### config.mk
export PLATFORM = sky130hd
export DESIGN_NAME = xnor3_bist_ctrl
export DESIGN_NICKNAME = d
export VERILOG_FILES = /design/src/rtl/xnor3_bist_ctrl.sv
export SDC_FILE = /design/constraint.sdc
export NUM_CORES = 1
export LEC_CHECK = 0
export ABC_CLOCK_PERIOD_IN_PS = 6470
export CAP_MARGIN = 20
export CORE_MARGIN = 2
export CORE_UTILIZATION = 63
export DETAILED_ROUTE_END_ITERATION = 12
export MAX_ROUTING_LAYER = met4
export PLACE_DENSITY = 0.95
export SYNTH_ARGS = -nofsm -noshare
export SYNTH_HDL_FRONTEND = slang
export SYNTH_SLANG_ARGS = --single-unit
### constraint.sdc
create_clock -name CLK -period 6.47 [get_ports CLK]
set_input_delay 1.294 -clock CLK [delete_from_list [all_inputs] [get_ports CLK]]
set_output_delay 1.294 -clock CLK [all_outputs]
set_load 0.005 [all_outputs]
### src/rtl/xnor3_bist_ctrl.sv
// BIST sequencer for one XNOR3 cell: walks the 8 Gray-ordered input vectors, samples ZN after a settle delay and scores it.
// Optional first-fail capture (FF_VLD/FF_IDX) is built only when XNOR3_BIST_FFAIL_EN is defined.
module xnor3_bist_ctrl #(
  parameter int SETTLE_CYC = 2,
  parameter int ITER       = 1,
  parameter int CNT_W      = 8
) (
  input  logic             CLK,
  input  logic             RST,
  input  logic             START,
  input  logic             ABORT,
  input  logic             ZN,
  output logic             A1,
  output logic             A2,
  output logic             A3,
  output logic             BUSY,
  output logic             DONE,
  output logic             PASS,
  output logic [CNT_W-1:0] ERR_CNT,
  output logic [7:0]       FAIL_VEC
`ifdef XNOR3_BIST_FFAIL_EN
  ,
  output logic             FF_VLD,
  output logic [2:0]       FF_IDX
`endif
);

  localparam logic [1:0] IDLE   = 2'd0;
  localparam logic [1:0] SETTLE = 2'd1;
  localparam logic [1:0] FINISH = 2'd2;

  localparam int               ITER_EFF    = (ITER < 1) ? 1 : ITER;
  localparam logic [31:0]      LAST_SWEEP  = 32'(ITER_EFF - 1);
  localparam logic [7:0]       SETTLE_LOAD = 8'(SETTLE_CYC);
  localparam logic [CNT_W-1:0] ERR_MAX     = {CNT_W{1'b1}};

  logic [1:0]       state;
  logic [2:0]       idx;
  logic [31:0]      sweepCnt;
  logic [7:0]       settleCnt;
  logic             expZn;
  logic             mism;
  logic             settleHit;
  logic             lastVec;
  logic [2:0]       nextIdx;
  logic [CNT_W-1:0] errNext;

  function automatic logic [2:0] gray(input logic [2:0] i);
    return i ^ {1'b0, i[2:1]};
  endfunction

  // An X/Z on ZN fails the equality and therefore falls through as a mismatch.
  always_comb begin
    expZn     = ~(A1 ^ A2 ^ A3);
    mism      = 1'b1;
    if (ZN == expZn) mism = 1'b0;
    settleHit = (settleCnt == 8'd1);
    lastVec   = (idx == 3'd7) && (sweepCnt == LAST_SWEEP);
    nextIdx   = idx + 3'd1;
    errNext   = ERR_CNT;
    if (mism && (ERR_CNT != ERR_MAX)) errNext = ERR_CNT + CNT_W'(1);
  end

  always_ff @(posedge CLK or posedge RST) begin
    if (RST) begin
      state        <= IDLE;
      idx          <= 3'd0;
      sweepCnt     <= 32'd0;
      settleCnt    <= 8'd0;
      {A3, A2, A1} <= 3'b000;
      BUSY         <= 1'b0;
      DONE         <= 1'b0;
      PASS         <= 1'b0;
      ERR_CNT      <= '0;
      FAIL_VEC     <= 8'h00;
`ifdef XNOR3_BIST_FFAIL_EN
      FF_VLD       <= 1'b0;
      FF_IDX       <= 3'd0;
`endif
    end else begin
      case (state)
        IDLE: begin
          DONE <= 1'b0;
          if (START) begin
            BUSY         <= 1'b1;
            PASS         <= 1'b0;
            ERR_CNT      <= '0;
            FAIL_VEC     <= 8'h00;
            idx          <= 3'd0;
            sweepCnt     <= 32'd0;
            {A3, A2, A1} <= gray(3'd0);
            settleCnt    <= SETTLE_LOAD;
            state        <= SETTLE;
`ifdef XNOR3_BIST_FFAIL_EN
            FF_VLD       <= 1'b0;
            FF_IDX       <= 3'd0;
`endif
          end
        end
        SETTLE: begin
          if (ABORT) begin
            BUSY         <= 1'b0;
            PASS         <= 1'b0;
            {A3, A2, A1} <= 3'b000;
            state        <= IDLE;
          end else if (settleHit) begin
            ERR_CNT <= errNext;
            if (mism) begin
              FAIL_VEC[idx] <= 1'b1;
`ifdef XNOR3_BIST_FFAIL_EN
              if (!FF_VLD) begin
                FF_VLD <= 1'b1;
                FF_IDX <= idx;
              end
`endif
            end
            if (lastVec) begin
              DONE         <= 1'b1;
              BUSY         <= 1'b0;
              PASS         <= (errNext == '0);
              {A3, A2, A1} <= 3'b000;
              state        <= FINISH;
            end else begin
              idx          <= nextIdx;
              {A3, A2, A1} <= gray(nextIdx);
              settleCnt    <= SETTLE_LOAD;
              if (idx == 3'd7) sweepCnt <= sweepCnt + 32'd1;
            end
          end else begin
            settleCnt <= settleCnt - 8'd1;
          end
        end
        FINISH: begin
          DONE  <= 1'b0;
          state <= IDLE;
        end
        default: state <= IDLE;
      endcase
    end
  end

endmodule

; ---- After elaboration in Yosys (flattened, before gate mapping)
; Index checks and enable logic that the tools add are counted.
[classes]
addsub = 4
multipliers = 0
div = 0
magnitude_cmp = 2
n_eq_ne = 16
shift = 0
n_mux = 59
bitwise = 5
reduce_logical = 18
[ops]
columns = operator, n
row1 = $mux W32, 5
row2 = $mux W8, 11
row3 = $pmux W32 S2, 1
row4 = $pmux W8 S2, 3
row5 = $add A32 B1 Y32 const B, 1
row6 = $logic_not A32 Y1, 1
row7 = $mux W1, 22
row8 = $reduce_and A4 Y1, 4
row9 = $ne A2 B2 Y1 const B, 7
row10 = $mux W3, 4
row11 = $pmux W1 S2, 6
row12 = $reduce_and A5 Y1, 2
row13 = $ne A3 B3 Y1 const B, 3
row14 = $add A8 B1 Y8 const B, 1
row15 = $eq A8 B1 Y1 const B, 1
row16 = $logic_not A8 Y1, 1
row17 = $mux W2, 4
row18 = $ne A8 B8 Y1 const B, 1
row19 = $or A8 B8 Y8, 1
row20 = $sub A8 B1 Y8 const B, 1
row21 = $pmux W3 S2, 1
row22 = $reduce_and A3 Y1, 2
row23 = $reduce_and A6 Y1, 1
row24 = $lt A3 B4 Y1 const B, 1
row25 = other kinds (15), 19
[totals]
register_bits = 67
latchBits = 0
ramBits = 0
rom_bits = 0
input_bits = 5
wordCells = 116
mem_count = 0

; ---- Logic depth before layout (Yosys ltp)
; Gate-level depths: netlist of run 1.
[depth]
word_depth = 12
depth_mapped = 9

; ---- Least setup slack after synthesis of run 1
; No wires, ideal clock.
[synth_timing]
path_kind = input-to-reg
startpoint = in ABORT
endpoint = reg sweepCnt[18]
setup_ns = 0.078
t_arrival_ns = 2.747
slack_ns = 3.645
stages = 6
n_path_buf = 0
path_cell_list = nand2b_1 > a21oi_2 > o2111ai_4 > a21o_4 > or4_1 > a21oi_1
[synth_via]
elab_chain_len = 2
[synth_rtl]
columns = element, line
row1 = from (decl), 11  ; input logic ABORT,
row2 = $ne A2 B2 Y1 (no source line), --
row3 = $reduce_and A6 Y1 (no source line), --
row4 = to (signal assigned), 127  ; if (idx == 3'd7) sweepCnt <= sweepCnt + 32'd1;
row5 = to (decl), 39  ; logic [31:0] sweepCnt;
; No other way between the ends.
; A chain may end at the register's enable or synchronous reset.

; ---- Final worst setup path of run 1
[layout_timing]
startpoint = in START
endpoint = reg sweepCnt[0]
[layout_via]
elab_chain_len = 2
[layout_rtl]
columns = element, line
row1 = from (decl), 10  ; input logic START,
row2 = $ne A2 B2 Y1 (no source line), --
row3 = $reduce_and A6 Y1 (no source line), --
; No other way between the ends.

==> run_summary.xml, run 1 <==
<?xml version="1.0" encoding="UTF-8"?>
<metrics>
  <group name="critical_path">
    <metric name="crit_type" unit="">in -&gt; reg</metric>
    <metric name="setup.reg_to_reg.worst_slack" unit="ns">3.56</metric>
    <metric name="crit_chain" unit="">clkdlybuf4s50_1, nand2b_1, a21o_1, a21oi_1, nand2_1, or3_1, o21ai_0</metric>
    <metric name="cp_slowest_stage_delay" unit="ns">0.75</metric>
    <metric name="worstReg2RegEnd" unit="">sweepCnt[26]</metric>
    <metric name="worstPathArrival" unit="ns">3.71</metric>
    <metric name="crit_path_max_fanout" unit="">13</metric>
    <metric name="cp-startpoint" unit="">START</metric>
    <metric name="reg2reg_from" unit="">idx[1]</metric>
    <metric name="cp_data_required_time" unit="ns">6.73</metric>
    <metric name="critical_path_s_slowest_cell" unit="">sky130_fd_sc_hd__a21oi_1</metric>
    <metric name="worstSetupEndpointType" unit="">flop</metric>
    <metric name="worstRegToRegCells" unit="">8</metric>
    <metric name="crit_path_start_kind" unit="">input port</metric>
  </group>
  <group name="detailed_routing">
    <metric name="final_routed_wirelength_across_all_metal_layers" unit="µm">9460</metric>
    <metric name="routed-via-count" unit="">3446</metric>
    <metric name="routed_wire_length_per_instance" unit="µm">18.9</metric>
    <metric name="post_drt_via_cell_ratio" unit="">6.88</metric>
    <metric name="route.detailed.drc" unit="">0</metric>
    <metric name="drt_iter0_drc" unit="">529</metric>
    <metric name="dr.pass1.iters" unit="">5</metric>
    <metric name="antenna_violating_nets_post_route" unit="">0</metric>
  </group>
  <group name="timing">
    <metric name="clock-skew-final" unit="ns">0.0108</metric>
    <metric name="fmax" unit="MHz">290</metric>
    <metric name="grt_setup_unrepaired" unit="">no</metric>
    <metric name="final_worst_path_period_need" unit="ns">3.44</metric>
    <metric name="timing.max_slew.rel_slack" unit="%">36.0</metric>
    <metric name="setup_viol" unit="">0</metric>
    <metric name="finalHoldViolCount" unit="">0</metric>
    <metric name="fin_setup_tns" unit="ns">0</metric>
    <metric name="drv_slew" unit="">0</metric>
    <metric name="least_margin_pin_slew" unit="ns">0.960</metric>
    <metric name="final.period_utilization" unit="%">53.2</metric>
  </group>
  <group name="clocking">
    <metric name="htree_levels" unit="">3</metric>
    <metric name="cts_inserted_buffers" unit="">9</metric>
    <metric name="clkLatencyLatePin" unit="ns">0.36</metric>
    <metric name="worst_setup_hold_path_clk_slew" unit="ns">0.07</metric>
    <metric name="clk_path_buf_depth" unit="">2</metric>
    <metric name="cts.root.buffer_cell" unit="">sky130_fd_sc_hd__clkbuf_8</metric>
    <metric name="cts_stage_hold_buffer_count" unit="">0</metric>
    <metric name="tritoncts_clock_tree" unit="">done</metric>
    <metric name="cts.repair.resized" unit="">0</metric>
    <metric name="postCtsSetupRepairBufs" unit="">0</metric>
    <metric name="clock_sink_count" unit="">67</metric>
  </group>
  <group name="min_path">
    <metric name="hold-path-cell-count" unit="">2</metric>
    <metric name="min_from" unit="">BUSY</metric>
    <metric name="min_to" unit="">BUSY</metric>
    <metric name="min-delay-path-class" unit="">reg -&gt; reg</metric>
  </group>
  <group name="die">
    <metric name="design.core.area" unit="mm²">0.00561</metric>
    <metric name="fp.dieArea" unit="mm²">0.00651</metric>
    <metric name="die_w" unit="µm">80.7</metric>
    <metric name="die_height" unit="µm">80.7</metric>
    <metric name="initial_core_util" unit="%">66.1</metric>
    <metric name="ioPinCount" unit="">27</metric>
    <metric name="core.rowCount" unit="">27</metric>
  </group>
  <group name="global_routing">
    <metric name="number_of_global_route_vias_before_repair" unit="">3234</metric>
    <metric name="grt_pass1_wl" unit="µm">15700</metric>
    <metric name="grt_util_all_layers" unit="%">32.6</metric>
    <metric name="maximum_number_of_pins_on_one_net_before_global_route_repair" unit="">68</metric>
    <metric name="antenna_violations_before_repair" unit="">0</metric>
    <metric name="gr-total-overflow" unit="">0</metric>
  </group>
  <group name="logic_synthesis">
    <metric name="postSynthRegisterBits" unit="">67</metric>
    <metric name="synth-async-reset-ratio" unit="%">100</metric>
    <metric name="ys_top_cells_by_area" unit="">sky130_fd_sc_hd__dfrtp_1, sky130_fd_sc_hd__xnor2_1, sky130_fd_sc_hd__nor2_1</metric>
    <metric name="synth_warnings" unit="">0</metric>
    <metric name="syn-mean-instance-area" unit="µm²">9.31</metric>
    <metric name="syn-instance-count" unit="">398</metric>
    <metric name="synth.lib_cells_used.distinct" unit="">53</metric>
    <metric name="dominantRegCellSynth" unit="">sky130_fd_sc_hd__dfrtp_1</metric>
    <metric name="netlist.area_leader.share" unit="%">45.2</metric>
    <metric name="synth.cell_area" unit="mm²">0.00371</metric>
    <metric name="synthesis.nets" unit="">410</metric>
    <metric name="synthDominantAreaCellType" unit="">sky130_fd_sc_hd__dfrtp_1</metric>
    <metric name="synth.yosys.seq_area_share" unit="%">45.2</metric>
    <metric name="post_synth_edffs" unit="">0</metric>
  </group>
  <group name="pwr">
    <metric name="irDropWorstVdd" unit="mV">0.294</metric>
    <metric name="p_leak" unit="nW">1.72</metric>
    <metric name="p_total" unit="mW">1.24</metric>
    <metric name="power_density" unit="mW/mm²">292</metric>
  </group>
  <group name="place">
    <metric name="post-dp-hpwl" unit="µm">5760</metric>
    <metric name="port-buffer-count" unit="">26</metric>
    <metric name="routabilityCongestion" unit="">0.921</metric>
  </group>
  <group name="final_layout">
    <metric name="areaGrowthSynthToFinish" unit="%">14.6</metric>
    <metric name="antennaDiodeCount" unit="">0</metric>
    <metric name="final_nets" unit="">436</metric>
    <metric name="multi_input_area" unit="mm²">0.00193</metric>
    <metric name="drive_above_1_share" unit="%">8.39</metric>
    <metric name="nFillCells" unit="">354</metric>
    <metric name="sequential_cell_area" unit="mm²">0.00168</metric>
  </group>
  <group name="run_status">
    <metric name="run_status" unit="">finished clean</metric>
  </group>
  <group name="job">
    <metric name="timing.max_cap.violations" unit="">0</metric>
  </group>
</metrics>
-- through the flow --
step                      cells  instance area, µm²  hold WS, ns  setup WS (ns)  utilization, %
after global placement      485                4020        0.459           2.86            71.7
after global routing        501                4250        0.515           2.90            75.7
after floorplan             398                3710        0.467           3.49               -
after detailed placement    485                4020        0.478           2.80            71.7
after CTS                   501                4250        0.495           3.10            75.7
final                       501                4250        0.495           3.03            75.7
-- power by group --
group          switching [mW]  internal [mW]  total (mW)
registers              0.0596          0.465       0.524
logic                   0.189          0.132       0.321
clock network           0.169          0.227       0.396
-- critical path: cells and delay by family --
family | cells | cell delay (ns)
buffers and inverters | 1 | 0.48
AND/OR/NAND/NOR | 3 | 0.79
AO/OA/AOI/OAI | 3 | 1.13
-- layout make-up --
type                            count  area share, %
Sequential cell                    67           39.5
Multi-Input combinational cell    305           45.4
Inverter                           13           1.15
Clock inverter                      6           2.09
Tap cell                           72           2.12
Timing Repair Buffer               28           6.48
Clock buffer                       10           3.24
-- routing by layer --
metal  GRT usage [%]  wire [µm]
met5               -          0
met4            13.1        291
met3            5.62        847
met2            50.0       4490
met1            43.6       3830
-- synth_stat cells, types with 4 or more instances --
master and number:
sky130_fd_sc_hd__a211oi_1 10, sky130_fd_sc_hd__a21oi_1 25, sky130_fd_sc_hd__a31oi_1 4, sky130_fd_sc_hd__buf_2 4
sky130_fd_sc_hd__clkbuf_1 8, sky130_fd_sc_hd__dfrtp_1 67, sky130_fd_sc_hd__ha_1 7, sky130_fd_sc_hd__inv_1 13
sky130_fd_sc_hd__nand2_1 34, sky130_fd_sc_hd__nand2b_1 7, sky130_fd_sc_hd__nand3_1 18, sky130_fd_sc_hd__nand4_1 10
sky130_fd_sc_hd__nor2_1 50, sky130_fd_sc_hd__nor3_1 7, sky130_fd_sc_hd__nor4_1 12, sky130_fd_sc_hd__o21ai_0 21
sky130_fd_sc_hd__o31ai_1 9, sky130_fd_sc_hd__or3_1 6, sky130_fd_sc_hd__or4_1 6, sky130_fd_sc_hd__xnor2_1 23
sky130_fd_sc_hd__xor2_1 5
-- cell usage in the layout, fill, tap and decap left out, drive strengths merged, types with 8 or more instances in the layout --
cell type	netlist	layout
dfrtp	67	67
nor2	50	50
nand2	35	35
clkdlybuf4s50	0	26
a21oi	26	26
xnor2	23	23
o21ai	21	21
nand3	18	18
nor4	15	15
inv	13	13
nand4	11	11
a211oi	11	11
clkbuf	8	10
o31ai	9	9
nor3	8	8
-- cell families (layout without fill, tap and decap cells) --
kind of cell / count (synthesis) / count (layout) / share of synthesized area [%]
AOI/OAI and AO/OA: 95 / 95 / 18.3
xor gates and xnor gates: 28 / 28 / 6.61
adders and majority gates: 7 / 7 / 2.36
buffers and inverters: 26 / 57 / 2.77
DFF: 67 / 67 / 45.2
muxes: 2 / 2 / 0.574
and+or+nand+nor: 173 / 173 / 24.2
-- state kept, by name, indices dropped and copies added, names as in the netlist, 2 cells and up --
signal and flops:
idx 3, ERR_CNT 8, settleCnt 8, sweepCnt 32, state 2, FAIL_VEC 8
-- worst max-delay path by stage --
| stage | to | slack, ns | cells after the start |
|---|---|---|---|
| after floorplan | A1 | 3.49 | 1 |
| after detailed placement | sweepCnt[30] | 2.80 | 6 |
| after CTS | sweepCnt[26] | 3.10 | 7 |
| final | sweepCnt[0] | 3.03 | 7 |
| after global routing | sweepCnt[0] | 2.90 | 7 |
| after global placement | sweepCnt[30] | 2.86 | 6 |
No activity file was read; power rests on OpenSTA's default activity.
==> run 2: changes to the inputs <==
==> config.mk (replaced) <==
export PLATFORM = sky130hd
export DESIGN_NAME = xnor3_bist_ctrl
export DESIGN_NICKNAME = d
export VERILOG_FILES = /design/src/rtl/xnor3_bist_ctrl.sv
export SDC_FILE = /design/constraint.sdc
export NUM_CORES = 1
export LEC_CHECK = 0
export ABC_CLOCK_PERIOD_IN_PS = 3000
export CAP_MARGIN = 20
export CORE_MARGIN = 2
export CORE_UTILIZATION = 53
export DETAILED_ROUTE_END_ITERATION = 12
export MAX_ROUTING_LAYER = met4
export PLACE_DENSITY = 0.87
export SYNTH_ARGS = -nofsm -noshare
export SYNTH_HDL_FRONTEND = slang
export SYNTH_SLANG_ARGS = --single-unit
==> constraint.sdc (replaced) <==
create_clock -name CLK -period 3 [get_ports CLK]
set_input_delay 0.6 -clock CLK [delete_from_list [all_inputs] [get_ports CLK]]
set_output_delay 0.6 -clock CLK [all_outputs]
set_load 0.005 [all_outputs]
==> run 2 against run 1 <==
Against the previous run:
- clock power increased by 100%
- utilization is 12 points lower
- total power grew 110%
- sequential power up 110%
- sequential cell count unchanged
- critical endpoint is now sweepCnt[29]
- largest power group unchanged
==> run_summary.xml, run 2 (same netlist as run 1, synthesis figures left out) <==
<?xml version="1.0" encoding="UTF-8"?>
<metrics>
  <group name="timing">
    <metric name="grt_setup_unrepaired" unit="">no</metric>
    <metric name="finalHoldViolCount" unit="">0</metric>
    <metric name="setup_viol" unit="">0</metric>
    <metric name="least_margin_pin_slew" unit="ns">0.773</metric>
    <metric name="fmax" unit="MHz">353</metric>
    <metric name="timing.max_slew.rel_slack" unit="%">47.9</metric>
    <metric name="hold_ws" unit="ns">0.488</metric>
    <metric name="fin_setup_tns" unit="ns">0</metric>
    <metric name="final_worst_path_period_need" unit="ns">2.83</metric>
    <metric name="final.period_utilization" unit="%">94.4</metric>
    <metric name="clock-skew-final" unit="ns">0.0125</metric>
    <metric name="drv_slew" unit="">0</metric>
  </group>
  <group name="pwr">
    <metric name="comb_power_share" unit="%">26.7</metric>
    <metric name="p_total" unit="mW">2.61</metric>
    <metric name="p_leak" unit="nW">1.77</metric>
    <metric name="power_density" unit="mW/mm²">599</metric>
    <metric name="irDropWorstVdd" unit="mV">0.515</metric>
    <metric name="switching_share" unit="%">32.1</metric>
    <metric name="p_int" unit="mW">1.77</metric>
    <metric name="seq_power_share" unit="%">42.9</metric>
    <metric name="clockPowerShare" unit="%">30.3</metric>
    <metric name="netSwitchingPower" unit="mW">0.838</metric>
  </group>
  <group name="detailed_routing">
    <metric name="antenna_violating_nets_post_route" unit="">0</metric>
    <metric name="drt_iter0_drc" unit="">475</metric>
    <metric name="dr.pass1.iters" unit="">6</metric>
    <metric name="final_routed_wirelength_across_all_metal_layers" unit="µm">8730</metric>
    <metric name="route.detailed.drc" unit="">0</metric>
    <metric name="routed-via-count" unit="">3319</metric>
    <metric name="post_drt_via_cell_ratio" unit="">6.22</metric>
    <metric name="routed_wire_length_per_instance" unit="µm">16.3</metric>
  </group>
  <group name="clocking">
    <metric name="cts.root.buffer_cell" unit="">sky130_fd_sc_hd__clkbuf_8</metric>
    <metric name="cts_inserted_buffers" unit="">9</metric>
    <metric name="clkLatencyLatePin" unit="ns">0.35</metric>
    <metric name="worst_setup_hold_path_clk_slew" unit="ns">0.08</metric>
    <metric name="clock_sink_count" unit="">67</metric>
    <metric name="htree_levels" unit="">3</metric>
    <metric name="clk_path_buf_depth" unit="">2</metric>
    <metric name="cts.repair.resized" unit="">0</metric>
    <metric name="cts_stage_hold_buffer_count" unit="">0</metric>
    <metric name="tritoncts_clock_tree" unit="">done</metric>
    <metric name="postCtsSetupRepairBufs" unit="">0</metric>
  </group>
  <group name="final_layout">
    <metric name="layout.cell_area.non_filler" unit="mm²">0.00436</metric>
    <metric name="drive_above_1_share" unit="%">10.0</metric>
    <metric name="largest_register" unit="">sweepCnt</metric>
    <metric name="antennaDiodeCount" unit="">0</metric>
    <metric name="nFillCells" unit="">522</metric>
    <metric name="layout.cells.most_common_list" unit="">sky130_fd_sc_hd__dfrtp_1, sky130_fd_sc_hd__nor2_1, sky130_fd_sc_hd__nand2_1</metric>
    <metric name="largest_reg_flops" unit="">32</metric>
    <metric name="areaGrowthSynthToFinish" unit="%">17.5</metric>
    <metric name="layout_commonest_cell" unit="">sky130_fd_sc_hd__dfrtp_1</metric>
    <metric name="final_nets" unit="">445</metric>
  </group>
  <group name="critical_path">
    <metric name="cp_data_required_time" unit="ns">3.24</metric>
    <metric name="crit_path_start_kind" unit="">flop</metric>
    <metric name="worstPathArrival" unit="ns">3.07</metric>
    <metric name="crit_type" unit="">reg -&gt; reg</metric>
    <metric name="worstSetupEndpointType" unit="">flop</metric>
    <metric name="worstRegToRegCells" unit="">9</metric>
    <metric name="crit_path_max_fanout" unit="">14</metric>
  </group>
  <group name="die">
    <metric name="design.core.area" unit="mm²">0.00679</metric>
    <metric name="die_w" unit="µm">87.6</metric>
    <metric name="fp.dieArea" unit="mm²">0.00768</metric>
    <metric name="ioPinCount" unit="">27</metric>
    <metric name="die_height" unit="µm">87.6</metric>
    <metric name="initial_core_util" unit="%">54.6</metric>
    <metric name="core.rowCount" unit="">30</metric>
  </group>
  <group name="global_routing">
    <metric name="grt_pass1_wl" unit="µm">14900</metric>
    <metric name="number_of_global_route_vias_before_repair" unit="">3193</metric>
    <metric name="antenna_violations_before_repair" unit="">0</metric>
    <metric name="gr-total-overflow" unit="">0</metric>
    <metric name="maximum_number_of_pins_on_one_net_before_global_route_repair" unit="">44</metric>
    <metric name="grt_util_all_layers" unit="%">25.4</metric>
  </group>
  <group name="place">
    <metric name="placedInstanceArea" unit="mm²">0.00414</metric>
    <metric name="post-dp-hpwl" unit="µm">6070</metric>
    <metric name="port-buffer-count" unit="">26</metric>
    <metric name="routabilityCongestion" unit="">0.910</metric>
  </group>
  <group name="run_status">
    <metric name="run_status" unit="">finished clean</metric>
  </group>
  <group name="min_path">
    <metric name="min-delay-path-class" unit="">reg -&gt; reg</metric>
    <metric name="hold-path-cell-count" unit="">2</metric>
  </group>
  <group name="job">
    <metric name="timing.max_cap.violations" unit="">0</metric>
  </group>
</metrics>
-- run 2: cell types whose count changed in the layout (fill, tap and decap cells not counted) --
cell                        delta
sky130_fd_sc_hd__buf_12        +2
sky130_fd_sc_hd__buf_4         +7
sky130_fd_sc_hd__bufinv_16     -1
sky130_fd_sc_hd__clkbuf_1      +1
sky130_fd_sc_hd__clkbuf_8      +2
sky130_fd_sc_hd__clkinv_2      -1
sky130_fd_sc_hd__clkinv_4      -1
-- run 2: cell type report --
| class | instances | area (µm²) | area share (%) |
|---|---|---|---|
| Tap cell | 96 | 120 | 2.76 |
| Multi-Input combinational cell | 305 | 1930 | 44.3 |
| Clock inverter | 3 | 45.0 | 1.03 |
| Inverter | 13 | 48.8 | 1.12 |
| Sequential cell | 67 | 1680 | 38.5 |
| Timing Repair Buffer | 37 | 368 | 8.44 |
| Clock buffer | 13 | 169 | 3.88 |
-- run 2: final timing paths --
check                       start      endpoint  slack, ns
setup / recovery           idx[1]  sweepCnt[29]       0.17
hold / removal               BUSY          BUSY       0.49
setup reg to reg           idx[1]  sweepCnt[29]       0.17
hold reg to reg              BUSY          BUSY       0.49
max in group asynchronous     RST   sweepCnt[7]       1.77
min in group asynchronous     RST  sweepCnt[27]       0.62
-- run 2: worst max-delay path, stage by stage, from the launching register on --
cell and delay, ns:
sky130_fd_sc_hd__dfrtp_1 0.47, sky130_fd_sc_hd__ha_1 0.23, sky130_fd_sc_hd__ha_1 0.26, sky130_fd_sc_hd__nor4b_1 0.18, sky130_fd_sc_hd__nand4_1 0.21, sky130_fd_sc_hd__o2111ai_4 0.32, sky130_fd_sc_hd__buf_4 0.26, sky130_fd_sc_hd__a211oi_4 0.41
sky130_fd_sc_hd__a31oi_1 0.16, sky130_fd_sc_hd__a41o_1 0.24
-- run 2: metrics by stage --
stage               std cells  utilization, %  setup slack, ns
finish                    534            64.1            0.168
global route              534            64.1           0.0425
CTS                       534            64.1            0.205
detailed placement        518            61.0          0.00352
global placement          518            61.0            0.139
floorplan                 398               -            0.679
-- run 2: power groups by stage --
stage	clock, mW	combinational (mW)	sequential (mW)
2_1_floorplan	0	0.437	1.11
6_report	0.793	0.698	1.12
3_5_place_dp	0	0.690	1.13
4_1_cts	0.800	0.694	1.12
5_1_grt	0.839	0.776	1.13
3_3_place_gp	0	0.668	1.12
-- run 2: per-layer routing --
layer  vias up  GRT usage (%)  share of wire [%]
li1       1532              -                  -
met1      1583           31.6                 41
met2       170           41.0                 49
met3        34           3.86                7.1
met4         0           11.9                2.4
met5         -              -                  0
==> run 3: changes to the inputs <==
--- a/config.mk
+++ b/config.mk
@@ -8,10 +8,10 @@
 export ABC_CLOCK_PERIOD_IN_PS = 3000
 export CAP_MARGIN = 20
 export CORE_MARGIN = 2
-export CORE_UTILIZATION = 53
+export CORE_UTILIZATION = 30
 export DETAILED_ROUTE_END_ITERATION = 12
 export MAX_ROUTING_LAYER = met4
-export PLACE_DENSITY = 0.87
+export PLACE_DENSITY = 0.59
 export SYNTH_ARGS = -nofsm -noshare
 export SYNTH_HDL_FRONTEND = slang
 export SYNTH_SLANG_ARGS = --single-unit
==> run 3 against run 2 <==
Against the previous run:
- highest routed layer unchanged
- sequential share of layout area fell by 1.4 points
- critical path depth unchanged
- critical path type unchanged
- clock skew is 0.0069 ns lower
- register-to-register slack better by 0.11 ns
- die area rose by 73%
- total power increased by 8.0%
- sequential power is essentially flat
==> run_summary.xml, run 3 (same netlist as run 1, synthesis figures left out) <==
<?xml version="1.0" encoding="UTF-8"?>
<metrics>
  <group name="timing">
    <metric name="hold_ws" unit="ns">0.488</metric>
    <metric name="final.period_utilization" unit="%">90.7</metric>
    <metric name="timing.max_slew.rel_slack" unit="%">43.7</metric>
    <metric name="clock-skew-final" unit="ns">0.00559</metric>
    <metric name="finalHoldViolCount" unit="">0</metric>
    <metric name="drv_slew" unit="">0</metric>
    <metric name="fin_setup_tns" unit="ns">0</metric>
    <metric name="fmax" unit="MHz">367</metric>
    <metric name="grt_setup_unrepaired" unit="">no</metric>
    <metric name="least_margin_pin_slew" unit="ns">0.835</metric>
    <metric name="final_worst_path_period_need" unit="ns">2.72</metric>
    <metric name="setup_viol" unit="">0</metric>
    <metric name="post-route-worst-setup-slack" unit="ns">0.279</metric>
  </group>
  <group name="critical_path">
    <metric name="setup.reg_to_reg.worst_slack" unit="ns">0.28</metric>
    <metric name="timing.critical_path.buf_inv" unit="">1</metric>
    <metric name="crit_chain" unit="">ha_1, ha_1, nor4b_1, nand4_1, o2111ai_4, buf_4, a2111oi_0, xnor2_1, nor2_1</metric>
    <metric name="crit_path_start_kind" unit="">flop</metric>
    <metric name="crit_type" unit="">reg -&gt; reg</metric>
    <metric name="critical-path-top-delay-family" unit="">compound AO/OA/AOI/OAI gates</metric>
    <metric name="cp_data_required_time" unit="ns">3.22</metric>
    <metric name="worstSetupEndpointType" unit="">flop</metric>
    <metric name="worstPathArrival" unit="ns">2.95</metric>
    <metric name="cp_slowest_stage_delay" unit="ns">0.52</metric>
    <metric name="crit_path_max_fanout" unit="">9</metric>
    <metric name="worst_path_most_repeated_cell" unit="">sky130_fd_sc_hd__ha_1</metric>
    <metric name="critical_path_s_slowest_cell" unit="">sky130_fd_sc_hd__a2111oi_0</metric>
  </group>
  <group name="detailed_routing">
    <metric name="route.detailed.drc" unit="">0</metric>
    <metric name="routed_wire_length_per_instance" unit="µm">14.3</metric>
    <metric name="routed-via-count" unit="">3073</metric>
    <metric name="antenna_violating_nets_post_route" unit="">0</metric>
    <metric name="dr.pass1.iters" unit="">4</metric>
    <metric name="drt_iter0_drc" unit="">142</metric>
    <metric name="final_routed_wirelength_across_all_metal_layers" unit="µm">8650</metric>
    <metric name="post_drt_via_cell_ratio" unit="">5.09</metric>
  </group>
  <group name="global_routing">
    <metric name="grt_pass1_wl" unit="µm">15100</metric>
    <metric name="maximum_number_of_pins_on_one_net_before_global_route_repair" unit="">68</metric>
    <metric name="grt_util_all_layers" unit="%">15.1</metric>
    <metric name="antenna_violations_before_repair" unit="">0</metric>
    <metric name="gr-total-overflow" unit="">0</metric>
    <metric name="number_of_global_route_vias_before_repair" unit="">2981</metric>
  </group>
  <group name="final_layout">
    <metric name="antennaDiodeCount" unit="">0</metric>
    <metric name="largest_register" unit="">sweepCnt</metric>
    <metric name="post-route-util" unit="%">37.4</metric>
    <metric name="drive_above_1_share" unit="%">9.63</metric>
    <metric name="layout_commonest_cell" unit="">sky130_fd_sc_hd__dfrtp_1</metric>
    <metric name="areaGrowthSynthToFinish" unit="%">21.8</metric>
    <metric name="layout.cell_area.non_filler" unit="mm²">0.00452</metric>
    <metric name="multi_input_area" unit="mm²">0.00193</metric>
    <metric name="nFillCells" unit="">1181</metric>
    <metric name="largest_reg_flops" unit="">32</metric>
    <metric name="layout.cells.most_common_list" unit="">sky130_fd_sc_hd__dfrtp_1, sky130_fd_sc_hd__nor2_1, sky130_fd_sc_hd__nand2_1</metric>
    <metric name="layout.cells.non_filler" unit="">604</metric>
    <metric name="sequential_cell_area" unit="mm²">0.00168</metric>
    <metric name="final_nets" unit="">445</metric>
  </group>
  <group name="clocking">
    <metric name="cts_stage_hold_buffer_count" unit="">0</metric>
    <metric name="cts.repair.resized" unit="">0</metric>
    <metric name="htree_levels" unit="">3</metric>
    <metric name="postCtsSetupRepairBufs" unit="">0</metric>
    <metric name="clock_sink_count" unit="">67</metric>
    <metric name="worst_setup_hold_path_clk_slew" unit="ns">0.05</metric>
    <metric name="clk_path_buf_depth" unit="">2</metric>
    <metric name="cts.root.buffer_cell" unit="">sky130_fd_sc_hd__clkbuf_16</metric>
    <metric name="cts_inserted_buffers" unit="">9</metric>
    <metric name="clkLatencyLatePin" unit="ns">0.34</metric>
    <metric name="tritoncts_clock_tree" unit="">done</metric>
  </group>
  <group name="die">
    <metric name="die_w" unit="µm">115</metric>
    <metric name="design.core.area" unit="mm²">0.0121</metric>
    <metric name="core.rowCount" unit="">40</metric>
    <metric name="fp.dieArea" unit="mm²">0.0133</metric>
    <metric name="ioPinCount" unit="">27</metric>
    <metric name="die_height" unit="µm">115</metric>
    <metric name="initial_core_util" unit="%">30.7</metric>
  </group>
  <group name="place">
    <metric name="numPlacedInstances" unit="">590</metric>
    <metric name="placedInstanceArea" unit="mm²">0.00423</metric>
    <metric name="port-buffer-count" unit="">26</metric>
    <metric name="routabilityCongestion" unit="">0.850</metric>
    <metric name="pre_cts_ws" unit="ns">0.0774</metric>
    <metric name="post-dp-hpwl" unit="µm">6090</metric>
  </group>
  <group name="job">
    <metric name="timing.max_cap.violations" unit="">0</metric>
  </group>
  <group name="pwr">
    <metric name="power_density" unit="mW/mm²">625</metric>
    <metric name="p_leak" unit="nW">1.81</metric>
    <metric name="p_total" unit="mW">2.82</metric>
    <metric name="irDropWorstVdd" unit="mV">0.288</metric>
  </group>
  <group name="min_path">
    <metric name="min-delay-path-class" unit="">reg -&gt; reg</metric>
  </group>
  <group name="run_status">
    <metric name="run_status" unit="">finished clean</metric>
  </group>
</metrics>
run 3: changes by cell type in the layout (fill, tap and decap cells not counted):
cell                         delta
sky130_fd_sc_hd__clkbuf_16      +9
sky130_fd_sc_hd__clkbuf_8      -11
sky130_fd_sc_hd__clkinv_2       +2
sky130_fd_sc_hd__clkinvlp_4     -2
run 3: worst paths after layout:
path	from	end	depth (start not counted)
worst min register to register	PASS	PASS	2
min in group asynchronous	RST	sweepCnt[8]	3
worst max register to register	idx[0]	sweepCnt[8]	9
worst max-delay path	idx[0]	sweepCnt[8]	9
max in group asynchronous	RST	ERR_CNT[1]	3
worst min-delay path	PASS	PASS	2
run 3: power breakdown:
part           internal [mW]  total [mW]  leakage, nW  switching [mW]
clock                  0.653        1.04        0.141           0.382
combinational          0.305       0.670        0.748           0.365
sequential              1.00        1.12        0.919           0.112
run 3: worst min-delay path: stages, from the launching register on:
cell and delay, ns:
sky130_fd_sc_hd__dfrtp_1 0.35, sky130_fd_sc_hd__nand2_1 0.05, sky130_fd_sc_hd__o41ai_1 0.05
run 3: metal layers:
metal / track usage [%] / vias up / share of wire, %
met5: - / - / 0
met4: 6.02 / 0 / 1.2
met3: 4.53 / 6 / 3.2
met2: 21.7 / 36 / 48
met1: 19.9 / 1494 / 47
li1: - / 1537 / -
run 3: cell type report:
| cell class | count | share of cell area [%] |
|---|---|---|
| Tap cell | 168 | 4.65 |
| Clock buffer | 11 | 5.37 |
| Sequential cell | 67 | 37.1 |
| Timing Repair Buffer | 37 | 8.14 |
| Clock inverter | 3 | 0.886 |
| Multi-Input combinational cell | 305 | 42.7 |
| Inverter | 13 | 1.08 |
